`src/rtl/serial_adder.sv`:
```
// serial_adder: bit-serial adder, WIDTH-bit a + b + ci, computed LSB-first
// through a single full-adder cell at one bit per clock.
//
// Handshake:
// - start is accepted in IDLE.
// - busy stays high while the operation is in flight.
// - done pulses for one cycle, in the same cycle that new s/co appear.
// - s/co hold their value until the next completed operation.
//
// Optional feature (macro SERIAL_ADDER_SUB_EN), which adds ports sub and ov:
// - sub=1 computes a-b in two's complement: b is inverted and the carry is forced to 1.
// - ov reports signed overflow.
//
// State table:
//   state | meaning
//   IDLE  | waiting for start; operands are latched on an accepted start
//   SHIFT | one result bit per cycle, exactly WIDTH cycles
//   DONE  | done high for one cycle; s/co already hold the new result
module serial_adder #(
    parameter int WIDTH = 8
) (
    input  logic             clk,
    input  logic             rst,
    input  logic             start,
    input  logic [WIDTH-1:0] a,
    input  logic [WIDTH-1:0] b,
    input  logic             ci,
`ifdef SERIAL_ADDER_SUB_EN
    input  logic             sub,
    output logic             ov,
`endif
    output logic             busy,
    output logic             done,
    output logic [WIDTH-1:0] s,
    output logic             co
);

    localparam int CW = (WIDTH > 1) ? $clog2(WIDTH) : 1;

    typedef enum logic [1:0] {
        IDLE  = 2'd0,
        SHIFT = 2'd1,
        DONE  = 2'd2
    } state_t;

    state_t           state;
    state_t           state_nxt;

    logic [WIDTH-1:0] a_sh;
    logic [WIDTH-1:0] b_sh;
    logic [WIDTH-1:0] s_sh;
    logic [WIDTH-1:0] s_sh_nxt;
    logic             carry;
    logic             carry_nxt;
    logic             sum_bit;
    logic [CW-1:0]    count;
    logic             last_bit;

    // Single full-adder cell plus the sum shift-in.
    // The sum bit enters at the MSB, so after WIDTH shifts bit 0 ends up in s_sh[0].
    always_comb begin
        sum_bit   = a_sh[0] ^ b_sh[0] ^ carry;
        carry_nxt = (a_sh[0] & b_sh[0]) | (a_sh[0] & carry) | (b_sh[0] & carry);
        s_sh_nxt  = s_sh >> 1;
        s_sh_nxt[WIDTH-1] = sum_bit;
        last_bit  = (count == CW'(WIDTH - 1));
    end

    // State register.
    always_ff @(posedge clk) begin
        if (rst) begin
            state <= IDLE;
        end else begin
            state <= state_nxt;
        end
    end

    // Next-state logic.
    always_comb begin
        state_nxt = state;
        case (state)
            IDLE:    if (start) state_nxt = SHIFT;
            SHIFT:   if (last_bit) state_nxt = DONE;
            DONE:    state_nxt = IDLE;
            default: state_nxt = IDLE;
        endcase
    end

    // Status outputs decoded directly from the state register.
    // done is therefore high for exactly the one DONE cycle.
    assign busy = (state != IDLE);
    assign done = (state == DONE);

    // Operand latch, serial datapath and result registers.
    // The result is written on the edge that enters DONE, so it appears together with done.
    always_ff @(posedge clk) begin
        if (rst) begin
            a_sh  <= '0;
            b_sh  <= '0;
            s_sh  <= '0;
            carry <= 1'b0;
            count <= '0;
            s     <= '0;
            co    <= 1'b0;
`ifdef SERIAL_ADDER_SUB_EN
            ov    <= 1'b0;
`endif
        end else begin
            case (state)
                IDLE: begin
                    if (start) begin
                        a_sh  <= a;
                        count <= '0;
`ifdef SERIAL_ADDER_SUB_EN
                        b_sh  <= sub ? ~b : b;
                        carry <= sub ? 1'b1 : ci;
`else
                        b_sh  <= b;
                        carry <= ci;
`endif
                    end
                end
                SHIFT: begin
                    a_sh  <= a_sh >> 1;
                    b_sh  <= b_sh >> 1;
                    s_sh  <= s_sh_nxt;
                    carry <= carry_nxt;
                    count <= count + CW'(1);
                    if (last_bit) begin
                        s  <= s_sh_nxt;
                        co <= carry_nxt;
`ifdef SERIAL_ADDER_SUB_EN
                        // On the last bit, carry is the carry into the MSB.
                        ov <= carry ^ carry_nxt;
`endif
                    end
                end
                default: ;
            endcase
        end
    end

endmodule

```
`config.mk`:
```
export PLATFORM = sky130hd
export DESIGN_NAME = serial_adder
export DESIGN_NICKNAME = d
export VERILOG_FILES = /design/src/rtl/serial_adder.sv
export SDC_FILE = /design/constraint.sdc
export NUM_CORES = 1
export LEC_CHECK = 0
export ABC_AREA = 1
export BUFFER_PORTS_ARGS = -buffer_cell sky130_fd_sc_hd__buf_2
export CAP_MARGIN = 15
export CORE_MARGIN = 1.5
export CORE_UTILIZATION = 54
export DETAILED_ROUTE_END_ITERATION = 8
export PLACE_DENSITY = 0.78
export SLEW_MARGIN = 40
export SYNTH_ARGS = -nofsm -noshare
export SYNTH_HDL_FRONTEND = slang
export SYNTH_SLANG_ARGS = --single-unit
```
`constraint.sdc`:
```
create_clock -name clk -period 1.56 [get_ports clk]
set_clock_uncertainty 0.1 [all_clocks]
set_input_delay 0 -clock clk [delete_from_list [all_inputs] [get_ports clk]]
set_output_delay 0 -clock clk [all_outputs]
set_load 0.005 [all_outputs]
```
==> results of run 1 <==
-- sequential cells by signal, summed over array words and instances (netlist names) --
signal  cells
b_sh        8
s_sh        7
carry       1
state       2
count       3
s           8
a_sh        8
co          1
-- cell families (layout without fill, tap and decap cells) --
group	count (synthesis)	count (layout)	share of synthesized area, %
and+or+nand+nor	127	127	28.9
AOI/OAI and AO/OA	36	36	11.8
buffers and inverters	47	103	12.5
adders and majority gates	3	3	2.62
DFF	38	38	44.2
-- synthesized netlist by cell type (2+ instances only) --
master     n  area (um2)
nand2_1   79         297
buf_4      2        15.0
nand2_2    4        25.0
ha_1       2        25.0
a21oi_1   22         110
nand3_1    3        15.0
o21ai_0   10        50.1
inv_1     35         131
nor2_1    40         150
clkbuf_1   2        7.51
a21oi_2    3        26.3
buf_6      4        45.0
dfxtp_1   38         761
-- layer usage --
layer  GRT usage, %  part of all wire (%)
met3           6.77                   5.2
met5              0                     0
met1           29.4                    48
met4           6.82                   1.3
met2           35.0                    45
-- critical path: cells and delay by family (launching register included) --
| kind | cells | cell delay [ns] |
|---|---|---|
| buf+inv | 3 | 0.42 |
| flops | 1 | 0.39 |
| simple gates | 1 | 0.19 |
-- final cells by class --
| type | count | area share [%] |
|---|---|---|
| Multi-Input combinational cell | 166 | 33.7 |
| Clock inverter | 3 | 1.81 |
| Clock buffer | 5 | 1.69 |
| Timing Repair Buffer | 58 | 19.5 |
| Sequential cell | 38 | 34.4 |
| Inverter | 37 | 6.44 |
| Tap cell | 44 | 2.48 |
-- stage by stage --
stage	setup WS (ns)	cell area, um2	power (W)
after floorplan	0.146	1720	0.00125
after global placement	0.0880	1940	0.00133
after detailed placement	0.0518	1940	0.00133
after CTS	0.0455	2210	0.00202
after global routing	0.00884	2220	0.00212
final	0.117	2220	0.00201
-- layout by cell type, fill, tap and decap left out, types with 5 or more instances in the layout --
cell type	n
clkbuf_4	5
nand2_1	79
dlygate4sd3_1	19
buf_4	7
o21ai_0	9
inv_1	35
nor2_1	40
buf_2	30
dfxtp_1	37
a21oi_1	22
-- where the power goes --
group | internal [W] | total, W | leakage, nW | switching [W]
Combinational | 0.000146 | 0.000309 | 0.781 | 0.000163
Clock | 0.000332 | 0.000659 | 0.0450 | 0.000327
Sequential | 0.00102 | 0.00104 | 0.312 | 0.0000222
Total | 0.00150 | 0.00201 | 1.14 | 0.000513
-- worst paths after layout --
check,from,endpoint,slack (ns),cells after the start
setup / recovery,state[0],busy,0.12,4
hold / removal,b[7],b_sh[7],0.37,4
setup reg to reg,count[0],s[5],0.13,7
hold reg to reg,b_sh[7],b_sh[7],0.38,2
-- repair_timing --
action,4_1_cts,5_1_grt
resized for setup,0,3
hold buffers,19,0
hold endpoints to repair,31,0
endpoints found under the setup margin,0,9
==> run summary, run 1 <==
CP peak stage delay - 0.39 ns
Die H - 59.5 um
setup TNS - 0 ns
core box area - 3050 um2
RD Place Congestion - 0.804
Area Growth Syn to Fin - 28.7%
RSZ-0062 raised after global routing - false
max-slew violation count - 0
DR iter-0 viols - 92
vias in the first global route - 1328
initial antenna violation count - 0
Seq/Total Area, Yosys - 44.2%
status - completed
final hold slack - 0.369 ns
Final nets - 329
post-CTS setup buffers - 0
Cell Area, Synth - 1720 um2
async set or reset register ratio after synthesis - 0%
DR pass1 iterations - 4
TritonCTS clock tree - done
final WL - 3550 um
DIE AREA - 3540 um2
H-tree depth - 2
Syn Nets - 274
GR Util All Layers - 22.3%
filler instances - 259
mean post-synth cell area - 6.86 um2
crit start category - flip-flop
Initial Utilization - 56.4%
Ports - 31
Final Hold Viols - 0
CTS clk-pin slew, worst paths - 0.11 ns
final core occ - 72.6%
Reg area - 762 um2
routed len/inst - 10.1 um
Worst slew margin - 84.7%
Power Dens Cells - 907 nW/um2
CTS Buf Count - 5
Critical Path Sink Type - output port
Hold WC Path Type - primary input to flip-flop
Worst EP arrival - 1.34 ns
# DRC - 0
HPWL Detailed - 2200 um
critical path fanouts, max - 9
clock sink count - 38
ANT cells - 0
Worst IR Drop VDD - 0.841 mV
f_max - 0.693 GHz
EDFF count, synth - 0
Gate Count Post-Synth - 251
fin crit share - 92.5%
YS warnings - 0
largest net degree at the start of global routing - 27
slowest CP cell - dfxtp_1
final std cells w/o fill - 351
Die X - 59.5 um
routed vias - 1567
DP Cell Count - 324
Multi-input gate area - 746 um2
global-route wire length before repair - 5840 um
maxcap violations - 0
Crit path required time - 1.46 ns
CTS max path bufs - 2
Final min period - 1.44 ns
share of cells above drive strength 1 - 19.2%
actual slew at the worst max-slew pin - 0.230 ns
grt ovf - 0
# port buffers - 30
Synth Register Bits - 38
critical path type - flip-flop to output port
site row count - 20
Primary FF master, synth - dfxtp_1
# setup viols final - 0
Netlist cell types - 20
latest clock arrival within the worst-skew pair - 0.35 ns
Routed Antenna Nets - 0
routed vias/inst - 4.46
Root Buffer - clkbuf_4
worst path cell trace - buf_4, nor2_1, inv_1, buf_2
P_leak - 1.14 nW
Power figures use the tool's default switching activity.
==> run 2: changes to the inputs <==
--- a/config.mk
+++ b/config.mk
@@ -6,7 +6,7 @@
 export NUM_CORES = 1
 export LEC_CHECK = 0
 export ABC_AREA = 1
-export BUFFER_PORTS_ARGS = -buffer_cell sky130_fd_sc_hd__buf_2
+export BUFFER_PORTS_ARGS = -buffer_cell sky130_fd_sc_hd__buf_4
 export CAP_MARGIN = 15
 export CORE_MARGIN = 1.5
 export CORE_UTILIZATION = 54
==> run summary, run 2 (synthesized netlist as in run 1, its figures left out) <==
final WL - 3560 um (+0.20%)
TritonCTS clock tree - done
RD Place Congestion - 0.804 (about the same)
most frequent CP cell - ha_1
total power - 0.00183 W (-8.8%)
worst path cell trace - ha_1, ha_1, nand2_1, nor2_4, buf_4, o21ai_0, nor2_1
Initial Utilization - 56.4% (unchanged)
critical path fanouts, max - 9 (unchanged)
Routed Antenna Nets - 0 (unchanged)
commonest cells after routing, fill and taps aside - nand2_1, nor2_1, dfxtp_1, buf_4, inv_1
latest clock arrival within the worst-skew pair - 0.34 ns (about the same)
CP startpoint - count[0]
clock sink count - 38 (unchanged)
Worst path top cell family by delay - adder cells
CTS max path bufs - 2 (unchanged)
routed vias/inst - 4.56 (+2.1%)
DR iter-0 viols - 77 (-16%)
DR pass1 iterations - 5 (+1)
Worst IR Drop VDD - 0.600 mV (-29%)
Hold WC Path Type - primary input to flip-flop
slowest CP cell - dfxtp_1
Worst Path Buf+Inv - 1 (-2)
HPWL Detailed - 2320 um (+5.8%)
Critical Path Sink Type - flip-flop
Crit path required time - 1.70 ns (+0.24 ns)
max-slew violation count - 0 (unchanged)
filler instances - 263 (+1.5%)
# setup viols final - 0 (unchanged)
RSZ-0062 raised after global routing - false
actual slew at the worst max-slew pin - 0.230 ns (-0.000323 ns)
CP peak stage delay - 0.33 ns (-0.06 ns)
# port buffers - 30 (unchanged)
site row count - 20 (unchanged)
crit start category - flip-flop
largest net degree at the start of global routing - 30 (+11%)
vias in the first global route - 1453 (+9.4%)
share of cells above drive strength 1 - 18.0% (-1.2 points)
# DRC - 0 (unchanged)
Worst EP arrival - 1.59 ns (+0.25 ns)
routed len/inst - 10.2 um (+0.48%)
Ports - 31 (unchanged)
f_max - 0.693 GHz (about the same)
Final Hold Viols - 0 (unchanged)
setup TNS - 0 ns (unchanged)
Power Dens Cells - 817 nW/um2 (-9.9%)
core box area - 3050 um2 (unchanged)
P_leak - 1.13 nW (-0.78%)
maxcap violations - 0 (unchanged)
final core occ - 73.4% (+0.86 points)
H-tree depth - 2 (unchanged)
initial antenna violation count - 0 (unchanged)
global-route wire length before repair - 6330 um (+8.3%)
grt ovf - 0 (unchanged)
critical path type - flip-flop to flip-flop
Die X - 59.5 um (unchanged)
Root Buffer - clkbuf_4
fin crit share - 92.5% (about the same)
worst r2r src - count[0]
ANT cells - 0 (unchanged)
DIE AREA - 3540 um2 (unchanged)
CTS clk-pin slew, worst paths - 0.11 ns (about the same)
Area Growth Syn to Fin - 30.2%
routed vias - 1596 (+1.9%)
status - completed
GR Util All Layers - 24.0% (+1.7 points)
Final nets - 329 (unchanged)
Die H - 59.5 um (unchanged)
most common cell after layout, fill and taps aside - nand2_1
CTS Buf Count - 5 (unchanged)
worst hold path startpoint - rst
Largest regs - a_sh x8, b_sh x8, s x8
Final min period - 1.44 ns (-0.000208 ns)
Worst slew margin - 84.6% (about the same)
## run 2: cell type report
class | count | area (um2) | area share, %
Sequential cell | 38 | 761 | 33.9
Multi-Input combinational cell | 166 | 746 | 33.3
Timing Repair Buffer | 58 | 495 | 22.1
Inverter | 37 | 140 | 6.25
Tap cell | 44 | 55.1 | 2.46
Clock buffer | 7 | 45.0 | 2.01
## run 2: stage by stage
stage,instances,instance area [um2],worst slack (ns),hold slack [ns]
after floorplan,251,1720,0.146,-0.0309
after CTS,350,2240,0.101,0.345
after global placement,324,2010,0.0893,0.173
after detailed placement,324,2010,0.00445,0.182
after global routing,350,2240,0.00129,0.352
final,350,2240,0.118,0.358
## run 2: power by group
| part | switching, W | leakage, nW | internal [W] |
|---|---|---|---|
| clock | 0.000302 | 0.0254 | 0.000170 |
| combinational | 0.000165 | 0.792 | 0.000156 |
| sequential | 0.0000215 | 0.311 | 0.00102 |
| total | 0.000488 | 1.13 | 0.00134 |
## run 2: worst paths after layout
check,slack [ns],depth (start not counted),end
max,0.12,7,s[3]
min,0.36,3,a_sh[7]
max reg2reg,0.12,7,s[3]
min reg2reg,0.37,2,count[1]
## run 2: timing repair
| action | 4_1_cts | 5_1_grt |
|---|---|---|
| buffers inserted | 0 | 0 |
| gates resized for setup | 1 | 3 |
| endpoints found under the hold margin | 28 | 0 |
| hold buffers | 19 | 0 |
| endpoints found under the setup margin | 4 | 3 |
## run 2: worst min-delay path: cells and delay by family
kind | cells | cell delay [ns]
buffers and inverters | 2 | 0.73
AO/OA/AOI/OAI | 1 | 0.04
## run 2: per-layer routing
metal  global-route usage (%)  part of all wire [%]  vias up
met5                        0                     0        -
met3                     6.99                   5.0        6
met4                     7.79                   1.4        0
met1                     30.3                    47      695
li1                         -                     -      859
met2                     39.1                    47       36
==> run 3: changes to the inputs <==
--- a/config.mk
+++ b/config.mk
@@ -5,13 +5,12 @@
 export SDC_FILE = /design/constraint.sdc
 export NUM_CORES = 1
 export LEC_CHECK = 0
-export ABC_AREA = 1
 export BUFFER_PORTS_ARGS = -buffer_cell sky130_fd_sc_hd__buf_4
 export CAP_MARGIN = 15
 export CORE_MARGIN = 1.5
-export CORE_UTILIZATION = 54
+export CORE_UTILIZATION = 53
 export DETAILED_ROUTE_END_ITERATION = 8
-export PLACE_DENSITY = 0.78
+export PLACE_DENSITY = 0.77
 export SLEW_MARGIN = 40
 export SYNTH_ARGS = -nofsm -noshare
 export SYNTH_HDL_FRONTEND = slang
==> run summary, run 3 <==
status - completed
Worst EP arrival - 1.33 ns (-0.26 ns)
Synth Area in Compound Gates - 24.3% (+13 points)
EDFF count, synth - 0 (unchanged)
f_max - 0.698 GHz (+0.66%)
final hold slack - 0.361 ns (+0.00258 ns)
Power Dens Cells - 929 nW/um2 (+14%)
Area Growth Syn to Fin - 31.5%
TritonCTS clock tree - done
# DRC - 0 (unchanged)
ANT cells - 0 (unchanged)
main area contributors after synthesis - dfxtp_1, a21oi_1, o221a_1
clock sink count - 38 (unchanged)
Die X - 57.6 um (-3.2%)
Largest regs - a_sh x8, b_sh x8, s x8
DR pass1 iterations - 4 (-1)
CTS max path bufs - 2 (unchanged)
YS warnings - 0 (unchanged)
latest clock arrival within the worst-skew pair - 0.35 ns (about the same)
core box area - 2780 um2 (-8.9%)
Yosys top cell area share - 48.2% (+4.0 points)
routed vias - 1381 (-13%)
mean post-synth cell area - 8.92 um2 (+30%)
simple logic cell fraction of the synthesized area - 15.1% (-14 points)
Worst slew margin - 73.5% (-11 points)
global-route wire length before repair - 5800 um (-8.3%)
Critical Path End - busy
Primary FF master, synth - dfxtp_1
# port buffers - 30 (unchanged)
vias in the first global route - 1345 (-7.4%)
max-slew violation count - 0 (unchanged)
Synth Area in Adders - 2.85% (+0.24 points)
H-tree depth - 2 (unchanged)
actual slew at the worst max-slew pin - 0.396 ns (+0.167 ns)
CTS clk-pin slew, worst paths - 0.10 ns (about the same)
Die H - 57.6 um (-3.2%)
Cell Area, Synth - 1580 um2 (-8.3%)
total power - 0.00193 W (+5.2%)
Root Buffer - clkbuf_4
share of cells above drive strength 1 - 24.9% (+6.9 points)
Seq/Total Area, Yosys - 48.2% (+4.0 points)
Critical Path Sink Type - output port
worst r2r src - count[0]
Synth Register Bits - 38 (unchanged)
initial antenna violation count - 0 (unchanged)
DR iter-0 viols - 65 (-16%)
Final Hold Viols - 0 (unchanged)
commonest cells after routing, fill and taps aside - dfxtp_1, buf_4, a21oi_1
site row count - 19 (-5.0%)
largest family of logic cells by synthesized area - compound AO/OA/AOI/OAI gates
RSZ-0062 raised after global routing - false
reg2reg end - s[4]
GR Util All Layers - 23.3% (-0.64 points)
Crit path required time - 1.46 ns (-0.24 ns)
Synth Area in XOR/XNOR - 0% (unchanged)
final WL - 3570 um (+0.45%)
critical path type - flip-flop to output port
Synth area leader - dfxtp_1
maxcap violations - 0 (unchanged)
Final nets - 247 (-25%)
crit start category - flip-flop
CTS Buf Count - 5 (unchanged)
critical path fanouts, max - 7 (-2)
CP startpoint - state[1]
top cells by count, synth - dfxtp_1, a21oi_1, nand2_1
largest net degree at the start of global routing - 39 (+30%)
Worst IR Drop VDD - 0.965 mV (+61%)
HPWL Detailed - 2260 um (-2.7%)
Routed Antenna Nets - 0 (unchanged)
Initial Utilization - 56.8% (+0.38 points)
setup TNS - 0 ns (unchanged)
FF-to-FF path depth - 6 (-1)
Gate Count Post-Synth - 177 (-29%)
P_leak - 0.841 nW (-26%)
cell with the most instances after synthesis - dfxtp_1
grt ovf - 0 (unchanged)
DIE AREA - 3320 um2 (-6.2%)
most common cell after layout, fill and taps aside - dfxtp_1
Final min period - 1.43 ns (-0.00940 ns)
Syn Nets - 200 (-27%)
Netlist cell types - 28 (+40%)
RD Place Congestion - 0.751 (-6.6%)
# setup viols final - 0 (unchanged)
fin crit share - 91.9% (-0.60 points)
reg-to-reg slack, setup - 0.15 ns (+0.03 ns)
routed len/inst - 13.9 um (+37%)
routed vias/inst - 5.39 (+18%)
Hold WC Path Type - flip-flop to flip-flop
final core occ - 74.6% (+1.2 points)
async set or reset register ratio after synthesis - 0% (unchanged)
Ports - 31 (unchanged)
mux share of post-synthesis cell area - 0.634% (+0.63 points)
-- run 3: worst min path at each step --
stage	from	depth (start not counted)	to	slack [ns]
6_report	s[2]	2	s[2]	0.36
5_1_grt	a[1]	3	a_sh[1]	0.38
4_1_cts	s[2]	2	s[2]	0.36
3_5_place_dp	a[2]	2	a_sh[2]	0.18
3_3_place_gp	b[4]	2	b_sh[4]	0.17
2_1_floorplan	a[7]	2	a_sh[7]	0.06
-- run 3: critical path, stage by stage, from the launching register on --
cell     delay, ns
dfxtp_1       0.39
buf_4         0.18
or2_2         0.28
buf_4         0.14
-- run 3: power breakdown --
part | internal, W | switching (W)
clock | 0.000308 | 0.000317
combinational | 0.000135 | 0.000115
sequential | 0.00102 | 0.0000346
-- run 3: cell type report --
type | instances | area, um2
flip-flops and latches | 38 | 762
fillers | 199 | 706
multi-input cells | 108 | 679
repair buffers | 54 | 453
clock buffers | 8 | 78.8
inverters | 17 | 63.8
well taps | 31 | 38.8
-- run 3: kinds of logic (layout without fill, tap and decap cells) --
group	after synthesis	in the layout
AO/OA/AOI/OAI	55	55
adder cells (fa/ha/maj)	3	3
buffers and inverters	31	79
flip-flops	38	38
multiplexers	1	1
AND/OR/NAND/NOR	49	49
-- run 3: stage by stage --
step	instance area, um2	setup slack (ns)	instances
after CTS	2070	0.0192	255
after global routing	2080	0.0567	256
final	2080	0.127	256
after floorplan	1580	0.203	177
after detailed placement	1800	0.0606	228
after global placement	1800	0.162	228
-- run 3: routing by layer --
metal / vias to the layer above / GRT usage (%) / part of all wire (%)
met4: 0 / 10.6 / 2.3
met1: 634 / 25.9 / 44
met5: - / 0 / 0
met3: 10 / 6.35 / 4.2
met2: 37 / 41.2 / 49
li1: 700 / - / -
-- run 3: what timing repair did --
item / in CTS / in global routing
gates resized for setup: 0 / 1
buffers inserted: 0 / 1
endpoints found under the hold margin: 38 / 0
hold buffers: 19 / 0
setup endpoints to repair: 0 / 10
